===== src/rtl/heapsort_pkg.sv =====
// rtl/heapsort_pkg.sv - shared constants, state enum and key-vector type for the heap-sort stream adapter
package heapsort_pkg;

  localparam int N_ELEM    = 10;
  localparam int W_KEY     = 16;
  localparam int W_WORD    = N_ELEM * W_KEY + 1;
  localparam int START_BIT = W_WORD - 1;
  localparam int DONE_BIT  = W_WORD - 1;
  localparam int W_IDX     = 4;

  typedef logic [N_ELEM*W_KEY-1:0] key_vec_t;

  typedef enum logic [1:0] {
    ST_FILL,
    ST_ISSUE,
    ST_WAIT,
    ST_DRAIN
  } state_t;

  // Read mux over a packed key vector; indices past the last key read as zero.
  function automatic logic [W_KEY-1:0] key_at(input key_vec_t v, input logic [W_IDX-1:0] idx);
    logic [W_KEY-1:0] r;
    r = '0;
    for (int k = 0; k < N_ELEM; k++) begin
      if (idx == W_IDX'(k)) r = v[k*W_KEY +: W_KEY];
    end
    return r;
  endfunction

endpackage


===== src/rtl/heapsort_block_buf.sv =====
// rtl/heapsort_block_buf.sv - 10x16 key register file with indexed write and whole-block load
module heapsort_block_buf
  import heapsort_pkg::*;
(
  input  logic             clk,
  input  logic             rst_n,
  input  logic             wr_en,
  input  logic [W_IDX-1:0] wr_idx,
  input  logic [W_KEY-1:0] wr_data,
  input  logic             ld_en,
  input  key_vec_t         ld_vec,
  output key_vec_t         vec
);

  always_ff @(posedge clk or negedge rst_n) begin
    if (!rst_n) begin
      vec <= '0;
    end else if (ld_en) begin
      vec <= ld_vec;
    end else if (wr_en) begin
      for (int k = 0; k < N_ELEM; k++) begin
        if (wr_idx == W_IDX'(k)) vec[k*W_KEY +: W_KEY] <= wr_data;
      end
    end
  end

endmodule


===== src/rtl/heapsort_stream_adapter.sv =====
// rtl/heapsort_stream_adapter.sv - fills a 10-key block from a stream, runs the heap-sort core, replays the sorted block
module heapsort_stream_adapter
  import heapsort_pkg::*;
#(
  parameter int TIMEOUT_CYCLES = 1024
)
(
  input  logic              system1000,
  input  logic              system1000_rstn,
  input  logic [W_KEY-1:0]  s_data,
  input  logic              s_valid,
  output logic              s_ready,
  output logic [W_KEY-1:0]  m_data,
  output logic              m_valid,
  input  logic              m_ready,
  output logic              m_last,
  output logic [W_WORD-1:0] sort_word,
  input  logic [W_WORD-1:0] sort_result,
  output logic              timeout_err
);

  localparam int               W_CNT     = $clog2(TIMEOUT_CYCLES);
  localparam logic [W_IDX-1:0] LAST_IDX  = W_IDX'(N_ELEM - 1);
  localparam logic [W_CNT-1:0] CNT_LIMIT = W_CNT'(TIMEOUT_CYCLES - 1);

  state_t           state;
  logic [W_IDX-1:0] fill_idx;
  logic [W_IDX-1:0] drain_idx;
  logic [W_IDX-1:0] drain_nxt;
  logic [W_CNT-1:0] cnt;
  key_vec_t         hold_vec;
  key_vec_t         drain_vec;
  key_vec_t         issue_vec;
  logic             hold_we;
  logic             drain_ld;
  logic             done;

  assign done      = sort_result[DONE_BIT];
  assign hold_we   = (state == ST_FILL) && s_valid && s_ready;
  assign drain_ld  = (state == ST_WAIT) && done;
  assign drain_nxt = drain_idx + W_IDX'(1);

  // The final key is still in flight on s_data when the block is packed.
  always_comb begin
    issue_vec = hold_vec;
    issue_vec[(N_ELEM-1)*W_KEY +: W_KEY] = s_data;
  end

  heapsort_block_buf u_hold (
    .clk     (system1000),
    .rst_n   (system1000_rstn),
    .wr_en   (hold_we),
    .wr_idx  (fill_idx),
    .wr_data (s_data),
    .ld_en   (1'b0),
    .ld_vec  ('0),
    .vec     (hold_vec)
  );

  heapsort_block_buf u_drain (
    .clk     (system1000),
    .rst_n   (system1000_rstn),
    .wr_en   (1'b0),
    .wr_idx  ('0),
    .wr_data ('0),
    .ld_en   (drain_ld),
    .ld_vec  (sort_result[N_ELEM*W_KEY-1:0]),
    .vec     (drain_vec)
  );

  always_ff @(posedge system1000 or negedge system1000_rstn) begin
    if (!system1000_rstn) begin
      state       <= ST_FILL;
      fill_idx    <= '0;
      drain_idx   <= '0;
      cnt         <= '0;
      sort_word   <= '0;
      s_ready     <= 1'b1;
      m_valid     <= 1'b0;
      m_last      <= 1'b0;
      m_data      <= '0;
      timeout_err <= 1'b0;
    end else begin
      timeout_err <= 1'b0;
      case (state)
        ST_FILL: begin
          if (s_valid && s_ready) begin
            if (fill_idx == LAST_IDX) begin
              fill_idx  <= '0;
              s_ready   <= 1'b0;
              sort_word <= {1'b1, issue_vec};
              state     <= ST_ISSUE;
            end else begin
              fill_idx <= fill_idx + W_IDX'(1);
            end
          end
        end
        ST_ISSUE: begin
          sort_word[START_BIT] <= 1'b0;
          cnt                  <= '0;
          state                <= ST_WAIT;
        end
        ST_WAIT: begin
          // Done is checked first so a result arriving on the limit cycle is kept.
          if (done) begin
            cnt       <= '0;
            drain_idx <= '0;
            m_valid   <= 1'b1;
            m_data    <= sort_result[W_KEY-1:0];
            m_last    <= 1'b0;
            state     <= ST_DRAIN;
          end else if (cnt == CNT_LIMIT) begin
            cnt         <= '0;
            timeout_err <= 1'b1;
            fill_idx    <= '0;
            s_ready     <= 1'b1;
            state       <= ST_FILL;
          end else begin
            cnt <= cnt + W_CNT'(1);
          end
        end
        ST_DRAIN: begin
          if (m_valid && m_ready) begin
            if (drain_idx == LAST_IDX) begin
              drain_idx <= '0;
              m_valid   <= 1'b0;
              m_last    <= 1'b0;
              s_ready   <= 1'b1;
              state     <= ST_FILL;
            end else begin
              drain_idx <= drain_nxt;
              m_data    <= key_at(drain_vec, drain_nxt);
              m_last    <= (drain_nxt == LAST_IDX);
            end
          end
        end
        default: state <= ST_FILL;
      endcase
    end
  end

endmodule


===== config.mk =====
export PLATFORM = sky130hd
export DESIGN_NAME = heapsort_stream_adapter
export DESIGN_NICKNAME = d
export VERILOG_FILES = /design/src/rtl/heapsort_pkg.sv /design/src/rtl/heapsort_block_buf.sv /design/src/rtl/heapsort_stream_adapter.sv
export SDC_FILE = /design/constraint.sdc
export NUM_CORES = 1
export LEC_CHECK = 0
export ABC_AREA = 1
export CAP_MARGIN = 5
export CORE_MARGIN = 4
export CORE_UTILIZATION = 45
export DETAILED_ROUTE_END_ITERATION = 10
export MAX_ROUTING_LAYER = met4
export PLACE_DENSITY = 0.7
export SYNTH_ARGS = -nofsm -noshare
export SYNTH_HDL_FRONTEND = slang
export SYNTH_SLANG_ARGS = --single-unit

===== constraint.sdc =====
create_clock -name system1000 -period 4.57 [get_ports system1000]
set_input_delay 1.371 -clock system1000 [delete_from_list [all_inputs] [get_ports system1000]]
set_output_delay 1.371 -clock system1000 [all_outputs]
set_load 0.05 [all_outputs]

==> results.txt, run 1 <==
- Status: complete, no violations
- The detailed router finished its first iteration with ~1500 violations.
- During synthesis, Yosys emitted a total of 0 warnings.
- Count of input and output buffers: around 360
- Post-CTS timing repair inserted 0 buffers for setup.
- Pin count of the biggest net entering global routing: 112
- Final number of max-transition violations: 0
* Post-layout utilization of the core: about three fifths
- Yosys mapped a number of flops with a built-in enable equal to 0.
- Root buffer cell: clkbuf_16
- The count of endpoints failing hold in the final timing report was 0.
* Vias per cell: approximately 5
- dfrtp_1 takes more of the synthesized area than any other cell.
* Final clock period utilization by the worst path: 78.08%
- The slowest stage of the critical path is the clkinv_1 cell.
- CP startpoint: state[0]$_DFFE_PN0P_
* Die area: 50590 µm²
- Gates resized during post-CTS repair numbered 0.
* Worst hold path class: register to register
* Fraction of post-synthesis cell area in the top cell type by area: 59.56%
- Crit Path Class: register to register
- In this run the horizontal extent of the chip is roughly 220 µm.
- After the last flow step, the layout net total stands at 2809.
- The routed design could run at a clock period as short as 3.568 ns.
* Count of fill cells added during filler insertion: 4058
* Relative slew slack: around 33%
- In the final layout, the share of cells above drive strength 1 is 10.23%.
* Type of element launching the critical path: register
* Cells along the critical path: ha_1 > clkinv_1 > a21oi_1 > inv_1 > nand2_1 > a21oi_2 > buf_4 > inv_1 > a21oi_1 > a21oi_1
- Final worst slack: 1.002 ns
- By area the synthesized netlist is led by dfrtp_1, nand2_1, mux2_2.
- Cell type with the highest occurrence count on the critical path: a21oi_1
* Number of setup violations in the final report: 0
- CTS HTree Levels: 2
* Post-Syn Instances: 2291
- In this run the remaining antenna-violating nets after routing total 0.
- Across all layers, the routed design uses 16850 vias.
- Final-layout setup total negative slack: 0 ns
* Leftover overflow at the end of global routing: 0
* Core area: 46560 µm²
- CTS tree: done
- Initial antenna violation count: 7
* Multi-input combinational cell area: about 7200 µm²
- Fraction of registers with async set or reset after synthesis: 100.0%
* Maximum vdd ir drop: 0.2922 mV
* Number of clock buffers inserted by TritonCTS: 53
* Vias in the first global route: 16770
- From synthesis to final layout, the design area changed by 28.81%.
* P per Cell Area: 340.6 nW/µm²
- Dividing the detail-routed wire length by the instance count gives about 19 µm.
- Clock-pin slew was measured on the worst setup and hold paths at 0.06 ns.
* Highest achievable clock rate: between 200 and 300 MHz
- First-pass GRT wire length: 94.45 mm
- Final worst clock skew: around 0.023 ns
* Drt drc: 0
* Post-synthesis sequential area ratio: between 50 and 60%
- Final weighted congestion in routability-driven placement: 0.8841
- Once the floorplan was initialized, standard cells occupied 45.48% of the core.
- For the worst-skew pair, the clock arrives at the later sink with an insertion delay of 0.60 ns.
- Setup repair after global routing missed its margin: no
- Hold repair after CTS inserted 0 buffers.
- The commonest cells after synthesis are nand2_1, dfrtp_1, o21ai_0.
- Counting every sink on the clock net gives 505.
- Post-synthesis register bit count: roughly 510
* Pleak: approximately 14 nW
- I/O pins: 362
- In this run the most critical hold path is launched from u_hold.vec[78]$_DFFE_PN0P_.
- Of all nets on the critical path, the largest fanout is 20.
- The number of buffers and inverters on the critical path is 4.
- Each instance of the synthesized netlist takes up on average 9.243 µm².
- The clock passes through at most 3 buffers.
- Across the whole layout, storage elements account for 12640 µm².
- Net count after synthesis: 2484
- Gr usage total: approximately 25%
* Pre-CTS worst setup slack: 0.7717 ns
- Yosys mapped the design onto 39 distinct sky130hd cell types.
- HPWL after detailed placement: 43.03 mm
- The worst setup path is captured at a register.
* Critical path data arrival time: ~4.1 ns
- Slew @ Worst Pin: 0.9962 ns
- Die height: 224.9 µm
- Startpoint of the most critical register-to-register path: state[0]$_DFFE_PN0P_
- In the synthesized netlist the dominant register cell turns out to be dfrtp_1.
- Area of the mapped netlist: approximately 21000 µm²
- The cell family contributing the most delay on the critical path is buffers and inverters.
- Across the run, the number of max-cap violations was 0.
- Dominant cell by count in the synthesized netlist: nand2_1
- Critical path data required time: 5.07 ns
- Core Rows: slightly below 80
* Final WL: 61.65 mm
- Before antenna repair, the detailed router went through 6 iterations.
- Delay contributed by the slowest stage of the critical path: 0.71 ns
## flip-flops by register name, summed over array words and instances (netlist names), 2 cells and up
register     cells
state            2
cnt             10
u_drain.vec    160
drain_idx        4
sort_word      161
m_data          16
fill_idx         4
u_hold.vec     144
## path summary, 6_finish.rpt
check	to	slack, ns	cells after the start
max in group asynchronous	u_hold.vec[33]$_DFFE_PN0P_	2.70	3
max	m_data[6]$_DFFE_PN0P_	1.00	10
min	sort_word[78]$_DFFE_PN0P_	0.47	2
min in group asynchronous	sort_word[115]$_DFFE_PN0P_	0.83	1
min reg2reg	sort_word[78]$_DFFE_PN0P_	0.47	2
max reg2reg	m_data[6]$_DFFE_PN0P_	1.00	10
## layout by cell type, fill, tap and decap left out, drive strengths merged, types with 31 or more instances in the layout
cell type,n
nand2,769
mux2,118
nor2,88
buf,31
nand4,50
o21ai,239
dfrtp,504
clkdlybuf4s50,360
clkbuf,80
a21oi,82
inv,213
nand3,65
## tightest hold or removal path, stage by stage, from the launching register on
cell     delay [ns]
dfrtp_1        0.34
nand2_1        0.05
nand2_1        0.05
## logic make-up (layout without fill, tap and decap cells)
| family | Yosys count | in the layout | synth area share [%] |
|---|---|---|---|
| adder cells (fa/ha/maj) | 12 | 12 | 0.7090 |
| multiplexers | 118 | 118 | 6.275 |
| AO/OA/AOI/OAI | 331 | 331 | 7.912 |
| AND/OR/NAND/NOR | 987 | 987 | 18.96 |
| other | 0 | 4 | 0 |
| XOR/XNOR | 5 | 5 | 0.2955 |
| buffers and inverters | 333 | 702 | 6.163 |
| flip-flops | 505 | 505 | 59.68 |
## per-stage QoR
stage          hold WS [ns]  power, mW  area [µm²]  cells
2_1_floorplan        0.4501      4.566       21180   2291
3_3_place_gp         0.4541      4.881       25420   3168
3_5_place_dp         0.4589      4.881       25420   3168
4_1_cts              0.4724      9.385       27260   3267
5_1_grt              0.4873      9.583       27270   3271
6_report             0.4672      9.290       27270   3271
## final cells by class
cell class	instances	area share [%]
inverter	212	2.936
sequential	505	46.34
timing repair buffer	391	14.55
tap	607	2.785
antenna	4	0.03670
clock buffer	80	5.638
multi-input combinational	1453	26.58
clock inverter	19	1.138
## power breakdown
part / internal (mW) / switching [mW]
combinational: 0.150 / 0.173
sequential: 4.47 / 0
clock: 2.68 / 1.82
total: 7.30 / 1.99
## per-layer routing
| metal | share of wire (%) | GRT usage [%] | up-vias |
|---|---|---|---|
| li1 | - | - | 7951 |
| met1 | 43 | 32.99 | 8286 |
| met2 | 47 | 37.99 | 516 |
| met3 | 6.8 | 4.781 | 100 |
| met4 | 3.0 | 7.885 | 0 |
| met5 | 0 | - | - |
(Power assumes the default switching activity.)
==> run 2, diff against run 1 <==
--- a/config.mk
+++ b/config.mk
@@ -11,7 +11,7 @@
 export CORE_UTILIZATION = 45
 export DETAILED_ROUTE_END_ITERATION = 10
 export MAX_ROUTING_LAYER = met4
-export PLACE_DENSITY = 0.7
+export PLACE_DENSITY = 0.72
 export SYNTH_ARGS = -nofsm -noshare
 export SYNTH_HDL_FRONTEND = slang
 export SYNTH_SLANG_ARGS = --single-unit
==> constraint.sdc (replaced) <==
create_clock -name system1000 -period 3.1 [get_ports system1000]
set_input_delay 0.93 -clock system1000 [delete_from_list [all_inputs] [get_ports system1000]]
set_output_delay 0.93 -clock system1000 [all_outputs]
set_load 0.05 [all_outputs]
==> run 2 against run 1 <==
Clock-buffer cell count fell by 5. Worst hold slack worse by 0.16 ns. Via count is 0.80% higher. First-iteration DRC count is 2.2% higher. Sequential cell count did not move. Clock power increased by 43%. Routed wire length increased by 1.2%.
==> results.txt, run 2 (same netlist as run 1, synthesis figures left out) <==
- Vias in the first global route: 16810 (+0.24%)
* HPWL after detailed placement: 44.28 mm (+2.9%)
- The arrival time of the worst setup path is 1.95 ns (-2.12 ns).
- The root buffer cell chosen for the clock tree is clkbuf_16.
- Starting density of the core: 45.48% (unchanged)
- The final estimated routing congestion in global placement is 0.9152 (+3.5%).
- CTS HTree Levels: 2 (unchanged)
- Grouping stages by cell kind, the critical path spends the most delay in buffers and inverters.
- Based on the critical path, the design can be clocked at up to ~350 MHz.
- Final worst clock skew: 0.01810 ns (-0.004644 ns)
- P per Cell Area: 494.0 nW/µm² (+45%)
* Post-layout utilization of the core: 58.78% (+0.20 points)
- Number of clock buffers inserted by TritonCTS: 52 (-1.9%)
* I/O pins: 362 (unchanged)
- Die area: 50590 µm² (unchanged)
* Leftover overflow at the end of global routing: 0 (unchanged)
- Number of buffers between clock root and the deepest sink: 3 (unchanged)
- Kind of capture point of the worst setup path: output pin
- The worst path needs 2.883 ns of the cycle, external delays included.
* Core Rows: 79 (unchanged)
- The TritonCTS sink count was 505 (unchanged).
* Status: complete, no violations
- The critical path ends at s_ready.
- Cts hold-fix bufs: 0 (unchanged)
- The total iterations of the first detailed-routing run is 6 (unchanged).
- For this design, the slowest cell found on the critical path is clkdlybuf4s50_1.
* Relative slew slack: 36.34% (+2.9 points)
- Ranked by flip-flop count, first place goes to sort_word.
- Relative to the synthesized area, the layout overhead comes to 29.24%.
- The layout cell share with drive strength beyond 1 was 10.96% (+0.74 points).
- The total power came to 13.52 mW (+46%).
* CP max FO: 3 (-85%)
- CP startpoint: s_ready$_DFFE_PN1P_
- Cell count after placement: 3184 (+0.51%)
- The wire length of the first global-routing pass is 95.88 mm (+1.5%).
* Slew @ Worst Pin: 0.9549 ns (-0.04130 ns)
* Clock latency of the later-clocked register in the worst-skew pair: 0.59 ns (about the same)
* Final Hold Slack: 0.3043 ns (-0.1629 ns)
- The count of buffering cells on the critical path with inverters included was 1 (-3).
- The layout net count was 2824 (+0.53%).
- The register-to-register path setup slack came to 0.34 ns (-0.66 ns).
* Maximum vdd ir drop: 0.3955 mV (+35%)
- The initial DRC count was 1510 (+2.2%).
- Leaving out fill and tap cells, the most frequent cells in the layout are nand2_1, dfrtp_1, clkdlybuf4s50_1.
- Number of setup violations in the final report: 0 (unchanged)
* Pin count of the biggest net entering global routing: 193 (+72%)
- The number of buffers inserted by port buffering came to 361 (unchanged).
* Count of cell instances traversed by the critical path: 1 (-9)
- The total vias in the final route was 16990 (+0.80%).
* Worst hold path class: input pin to async pin
* Drt drc: 0 (unchanged)
- The critical path is of the register to output pin type.
* Final clock period utilization by the worst path: 93.00%
- Final number of max-transition violations: 0 (unchanged)
- CTS tree: done
- The count of max-cap constraint violations was 0 (unchanged).
- The clock-pin slew reported for the worst setup and hold paths after clock tree synthesis came to 0.06 ns (about the same).
- The critical path goes through clkdlybuf4s50_1.
- Core area: 46560 µm² (unchanged)
- The number of nets with antenna violations after routing was 0 (unchanged).
- The largest registers in the layout are sort_word: 161 flops, u_drain.vec: 160 flops, u_hold.vec: 144 flops.
- Die height: 224.9 µm (unchanged)
- The maximum cell stage delay along the critical path came to 0.82 ns (+0.11 ns).
- Startpoint of the most critical register-to-register path: drain_idx[0]$_DFFE_PN0P_
* Initial antenna violation count: 5 (-2)
- The required time of the critical path is 2.17 ns (-2.90 ns).
- The total negative slack for setup checks is 0 ns (unchanged).
- The total wire length after detailed routing was 62.38 mm (+1.2%).
- The average routed wire per standard cell is 18.98 µm (+0.69%).
- The static leakage was 13.79 nW (+0.51%).
- Gr usage total: 25.03% (+0.51 points)
- STA classifies the critical path startpoint as a register.
* Final non-filler cell total: 3287 (+0.49%)
- Setup repair after global routing left no endpoint under its margin.
- Largest register FFs: 161 (unchanged)
- The count of endpoints failing hold in the final timing report was 0 (unchanged).
- Most common cell after layout, fill and taps aside: nand2_1
* Reg-to-reg endpoint: m_data[10]$_DFFE_PN0P_
- Vias per cell: 5.168 (+0.30%)
- The number of cells traversed by the worst register-to-register path was 13 (+3).
* Horiz. Die Dim: 224.9 µm (unchanged)
## run 2: stage by stage
stage | cell area (µm²) | setup slack, ns
2_1_floorplan | 21180 | 0.7974
3_3_place_gp | 25560 | 0.3680
3_5_place_dp | 25560 | 0.2551
4_1_cts | 27350 | 0.1793
5_1_grt | 27360 | 0.1539
6_report | 27370 | 0.2171
## run 2: area by class of cell
type | count | area (µm²)
antenna | 7 | 17.52
sequential | 505 | 12640
timing repair buffer | 407 | 4114
clock buffer | 75 | 1539
multi-input combinational | 1453 | 7252
tap | 607 | 759.5
fill | 3937 | 19190
inverter | 212 | 800.8
clock inverter | 21 | 246.5
## run 2: how the worst min path moves through the flow
stage	startpoint	endpoint	slack, ns	cells past startpoint
finish	system1000_rstn	sort_word[122]$_DFFE_PN0P_	0.30	1
global route	system1000_rstn	sort_word[128]$_DFFE_PN0P_	0.33	1
CTS	system1000_rstn	u_drain.vec[20]$_DFFE_PN0P_	0.31	1
detailed placement	sort_word[129]$_DFFE_PN0P_	sort_word[129]$_DFFE_PN0P_	0.46	2
global placement	sort_word[30]$_DFFE_PN0P_	sort_word[30]$_DFFE_PN0P_	0.45	2
floorplan	u_hold.vec[16]$_DFFE_PN0P_	sort_word[16]$_DFFE_PN0P_	0.45	2
## run 2: what timing repair did
| action | 4_1_cts | 5_1_grt |
|---|---|---|
| resized for setup | 0 | 1 |
| setup endpoints to repair | 0 | 1 |
| buffers inserted | 0 | 0 |
## run 2: routing by layer
metal  GRT usage (%)  part of all wire, %
met1           33.93                   43
met2           39.11                   48
met3           4.103                  6.0
met4           8.004                  3.1
met5               -                    0
## run 2: report_power, final
part | internal [mW] | switching (mW) | leakage (nW)
logic | 0.223 | 0.254 | 6.22
registers | 6.59 | 0 | 6.69
clock network | 3.80 | 2.65 | 0.881
total | 10.6 | 2.90 | 13.8
==> run 3, diff against run 2 <==
--- a/config.mk
+++ b/config.mk
@@ -5,13 +5,14 @@
 export SDC_FILE = /design/constraint.sdc
 export NUM_CORES = 1
 export LEC_CHECK = 0
-export ABC_AREA = 1
 export CAP_MARGIN = 5
 export CORE_MARGIN = 4
 export CORE_UTILIZATION = 45
+export CTS_CLUSTER_SIZE = 25
 export DETAILED_ROUTE_END_ITERATION = 10
 export MAX_ROUTING_LAYER = met4
 export PLACE_DENSITY = 0.72
+export SLEW_MARGIN = 20
 export SYNTH_ARGS = -nofsm -noshare
 export SYNTH_HDL_FRONTEND = slang
 export SYNTH_SLANG_ARGS = --single-unit
==> run 3 against run 2 <==
Combinational power grew 2%. Register-to-register slack better by 0.13 ns. Clock-buffer cell count up 7. Highest routed layer unchanged. Final area grew 1.5%. Largest power group unchanged. Sequential power about the same.
==> results.txt, run 3 <==
- Most flops, register: sort_word
- Count of fill cells added during filler insertion: 3680 (-6.5%)
- The core outline area is 46950 µm² (+0.85%).
- The layout cell share with drive strength beyond 1 came to 31.65% (+21 points).
* Final non-filler cell total: 2600 (-21%)
- Area of the mapped netlist: 21560 µm² (+1.8%)
* Number of warning messages in the yosys log: 0 (unchanged)
- CP Buf/Inv Count: 1 (unchanged)
- The maximum cell stage delay along the critical path is 0.85 ns (+0.03 ns).
* Final number of max-transition violations: 0 (unchanged)
- Crit Path Class: register to output pin
- The total vias in the final route was 14640 (-14%).
* First-pass GRT wire length: 90.45 mm (-5.7%)
- Layout area overhead: 28.86%
- The width of the chip was 226.9 µm (+0.87%).
- The share of the synthesized area in the top cell type was 58.50% (-1.1 points).
- Most frequent cells in the layout: dfrtp_1, mux2_2, clkdlybuf4s50_1
* Starting density of the core: 45.92% (+0.44 points)
* Final-layout setup total negative slack: 0 ns (unchanged)
- Ranked by instance count, the synthesized netlist is headed by dfrtp_1, mux2_2, nand2_1.
* CTS clk-pin slew, worst paths: 0.06 ns (about the same)
* Largest regs: sort_word: 161 flops, u_drain.vec: 160 flops, u_hold.vec: 144 flops
- Min Tclk post-route: 2.943 ns (+0.05994 ns)
- Number of clock buffers inserted by TritonCTS: 51 (-1.9%)
- The total power came to 13.17 mW (-2.6%).
- Max Cap Viol: 0 (unchanged)
- The final estimated routing congestion in global placement was 0.9192 (+0.44%).
* DRT iter0 DRCs: 1007 (-33%)
- The maximum achievable frequency came to 339.8 MHz (-2.0%).
- The largest net degree at the start of global routing was 70 (-64%).
* Register-to-register path setup slack: 0.47 ns (+0.13 ns)
* Maximum vdd ir drop: 0.4265 mV (+7.8%)
* CTS HTree Levels: 2 (unchanged)
- Post-synthesis register bit count: 505 (unchanged)
- The post-synthesis area per instance was 13.64 µm² (+48%).
- The clock insertion delay at the later pin of the skew report was 0.60 ns (about the same).
* Net count, final: 2135 (-24%)
- Count of endpoints failing hold in the final timing report: 0 (unchanged)
- Ranked by total cell area, the synthesized netlist is headed by dfrtp_1, mux2_2, a21oi_1.
- Number of distinct library cell variants in the gate-level netlist after synthesis: 75 (+92%)
- TritonCTS built the clock tree.
- Die height: 226.9 µm (+0.87%)
- Top Family by Delay on Critical Path: buffers and inverters
* Multi-input combinational cell area: 8299 µm² (+14%)
- The number of cells produced by synthesis was 1581 (-31%).
- Final worst clock skew: 0.01862 ns (+0.0005219 ns)
- Worst hold path class: input pin to async pin
- HPWL after detailed placement: 41.95 mm (-5.2%)
* Setup repair after global routing missed its margin: no
* Initial antenna violation count: 12 (+7)
- The normalized max-slew margin was 32.93% (-3.4 points).
* I/O pins: 362 (unchanged)
* Sink count of the clock tree: 505 (unchanged)
- The number of cells after detailed placement is 2496 (-22%).
* Number of synthesized flops with an enable pin: 0 (unchanged)
- Cts hold-fix bufs: 0 (unchanged)
* Kind of capture point of the worst setup path: output pin
* Setup repair bufs after CTS: 0 (unchanged)
- Post-synth top area cell: dfrtp_1
* Critical path data arrival time: 2.01 ns (+0.06 ns)
- Count of input and output buffers: 361 (unchanged)
* Final worst slack: 0.1572 ns (-0.05994 ns)
- The post-detailed-route via-to-cell ratio came to 5.629 (+8.9%).
* Number of buffers between clock root and the deepest sink: 3 (unchanged)
- Largest register FFs: 161 (unchanged)
- The slew at the pin with the worst max-slew slack is 1.002 ns (+0.04752 ns).
* Final clock period utilization by the worst path: 94.93% (+1.9 points)
- Among all cell types in the netlist, the one instantiated most often is dfrtp_1.
* Cells along the critical path: clkdlybuf4s50_1
- Among all stages on the critical path, the largest delay is contributed by clkdlybuf4s50_1.
* CP max FO: 5 (+2)
- Most common cell after layout, fill and taps aside: dfrtp_1
- Post-synthesis sequential area ratio: 58.62% (-1.1 points)
- Gr usage total: 23.53% (-1.5 points)
* Detailed-route wire length per cell: 22.93 µm (+21%)
- The number of nets in the synthesized netlist is 1774 (-29%).
* Pleak: 13.33 nW (-3.3%)
- The number of nets with antenna violations after routing is 0 (unchanged).
- The number of global-route vias before repair came to 15240 (-9.3%).
* Core Rows: 79 (unchanged)
* Critical path data required time: 2.17 ns (about the same)
- The power per cell area came to 473.9 nW/µm² (-4.1%).
- Pre-CTS worst setup slack: 0.2919 ns (+0.03688 ns)
- The total iterations of the first detailed-routing run was 5 (-1).
- Number of setup violations in the final report: 0 (unchanged)
* Prevailing post-synth register cell: dfrtp_1
* Final WL: 59.62 mm (-4.4%)
- Resize count post-CTS: 0 (unchanged)
- The area taken by flip-flops and latches is 12640 µm² (unchanged).
* Leftover overflow at the end of global routing: 0 (unchanged)
- The remaining design rule violation count is 0 (unchanged).
- Fraction of registers with async set or reset after synthesis: 100.0% (unchanged)
* Root buffer cell: clkbuf_16
* Type of element launching the critical path: register
- The total die area came to 51480 µm² (+1.8%).
- Status: complete, no violations
## run 3: cell count changes in the layout (fill, tap and decap cells not counted), moves of 47 or more
cell,before,now
nand2_1,765,72
mux2_2,118,461
o21ai_0,221,32
inv_1,192,34
nor2_1,83,28
nand3_1,62,15
nand4_1,50,3
## run 3: worst paths after layout
check	startpoint	end	cells after the start
worst max-delay path	s_ready$_DFFE_PN1P_	s_ready	1
worst min-delay path	system1000_rstn	u_drain.vec[61]$_DFFE_PN0P_	1
worst max register to register	drain_idx[0]$_DFFE_PN0P_	m_data[14]$_DFFE_PN0P_	7
worst min register to register	u_drain.vec[0]$_DFFE_PN0P_	u_drain.vec[0]$_DFFE_PN0P_	2
max in group asynchronous	system1000_rstn	m_data[4]$_DFFE_PN0P_	2
min in group system1000	u_drain.vec[0]$_DFFE_PN0P_	u_drain.vec[0]$_DFFE_PN0P_	2
## run 3: cell type report
cell class	count	area share [%]
flip-flops and latches	505	45.49
multi-input cells	932	29.87
repair buffers	418	15.33
clock buffers	82	5.589
well taps	607	2.734
inverters	34	0.4594
clock inverters	10	0.4143
diodes	12	0.1081
## run 3: logic make-up (layout without fill, tap and decap cells)
family                     Yosys count  after routing  synth area share (%)
muxes                              466            466                 24.33
xor gates and xnor gates             6              6                0.2437
adders and majority gates           12             12                0.6964
AOI/OAI and AO/OA                  231            231                 7.730
buffers and inverters              144            544                 2.989
DFF                                505            505                 58.62
and+or+nand+nor                    217            217                 5.386
other                                0             12                     0
## run 3: worst reg2reg max path, delay by kind of cell (launching register included)
family | cells | cell delay [ns]
buf+inv | 1 | 0.35
simple gates | 1 | 0.28
compound gates | 4 | 0.84
fa+ha+maj | 1 | 0.48
flops | 1 | 0.52
## run 3: report_power, final
| part | switching [mW] | internal (mW) | total [mW] |
|---|---|---|---|
| logic | 0.253 | 0.234 | 0.487 |
| clock network | 2.57 | 3.51 | 6.09 |
| registers | 0 | 6.59 | 6.59 |
| total | 2.83 | 10.3 | 13.2 |
## run 3: per-stage QoR
stage / cell area (µm²) / util (%) / hold slack [ns]
global route: 27780 / 59.17 / 0.3217
CTS: 27750 / 59.11 / 0.3309
global placement: 26080 / 55.56 / 0.4628
detailed placement: 26080 / 55.56 / 0.4704
floorplan: 21560 / - / 0.4500
finish: 27780 / 59.17 / 0.2774
## run 3: layer usage
metal | wire length (µm) | track usage (%)
met2 | 28870 | 37.23
met3 | 3506 | 5.127
met1 | 25390 | 30.51
met4 | 1857 | 7.698
met5 | 0 | -
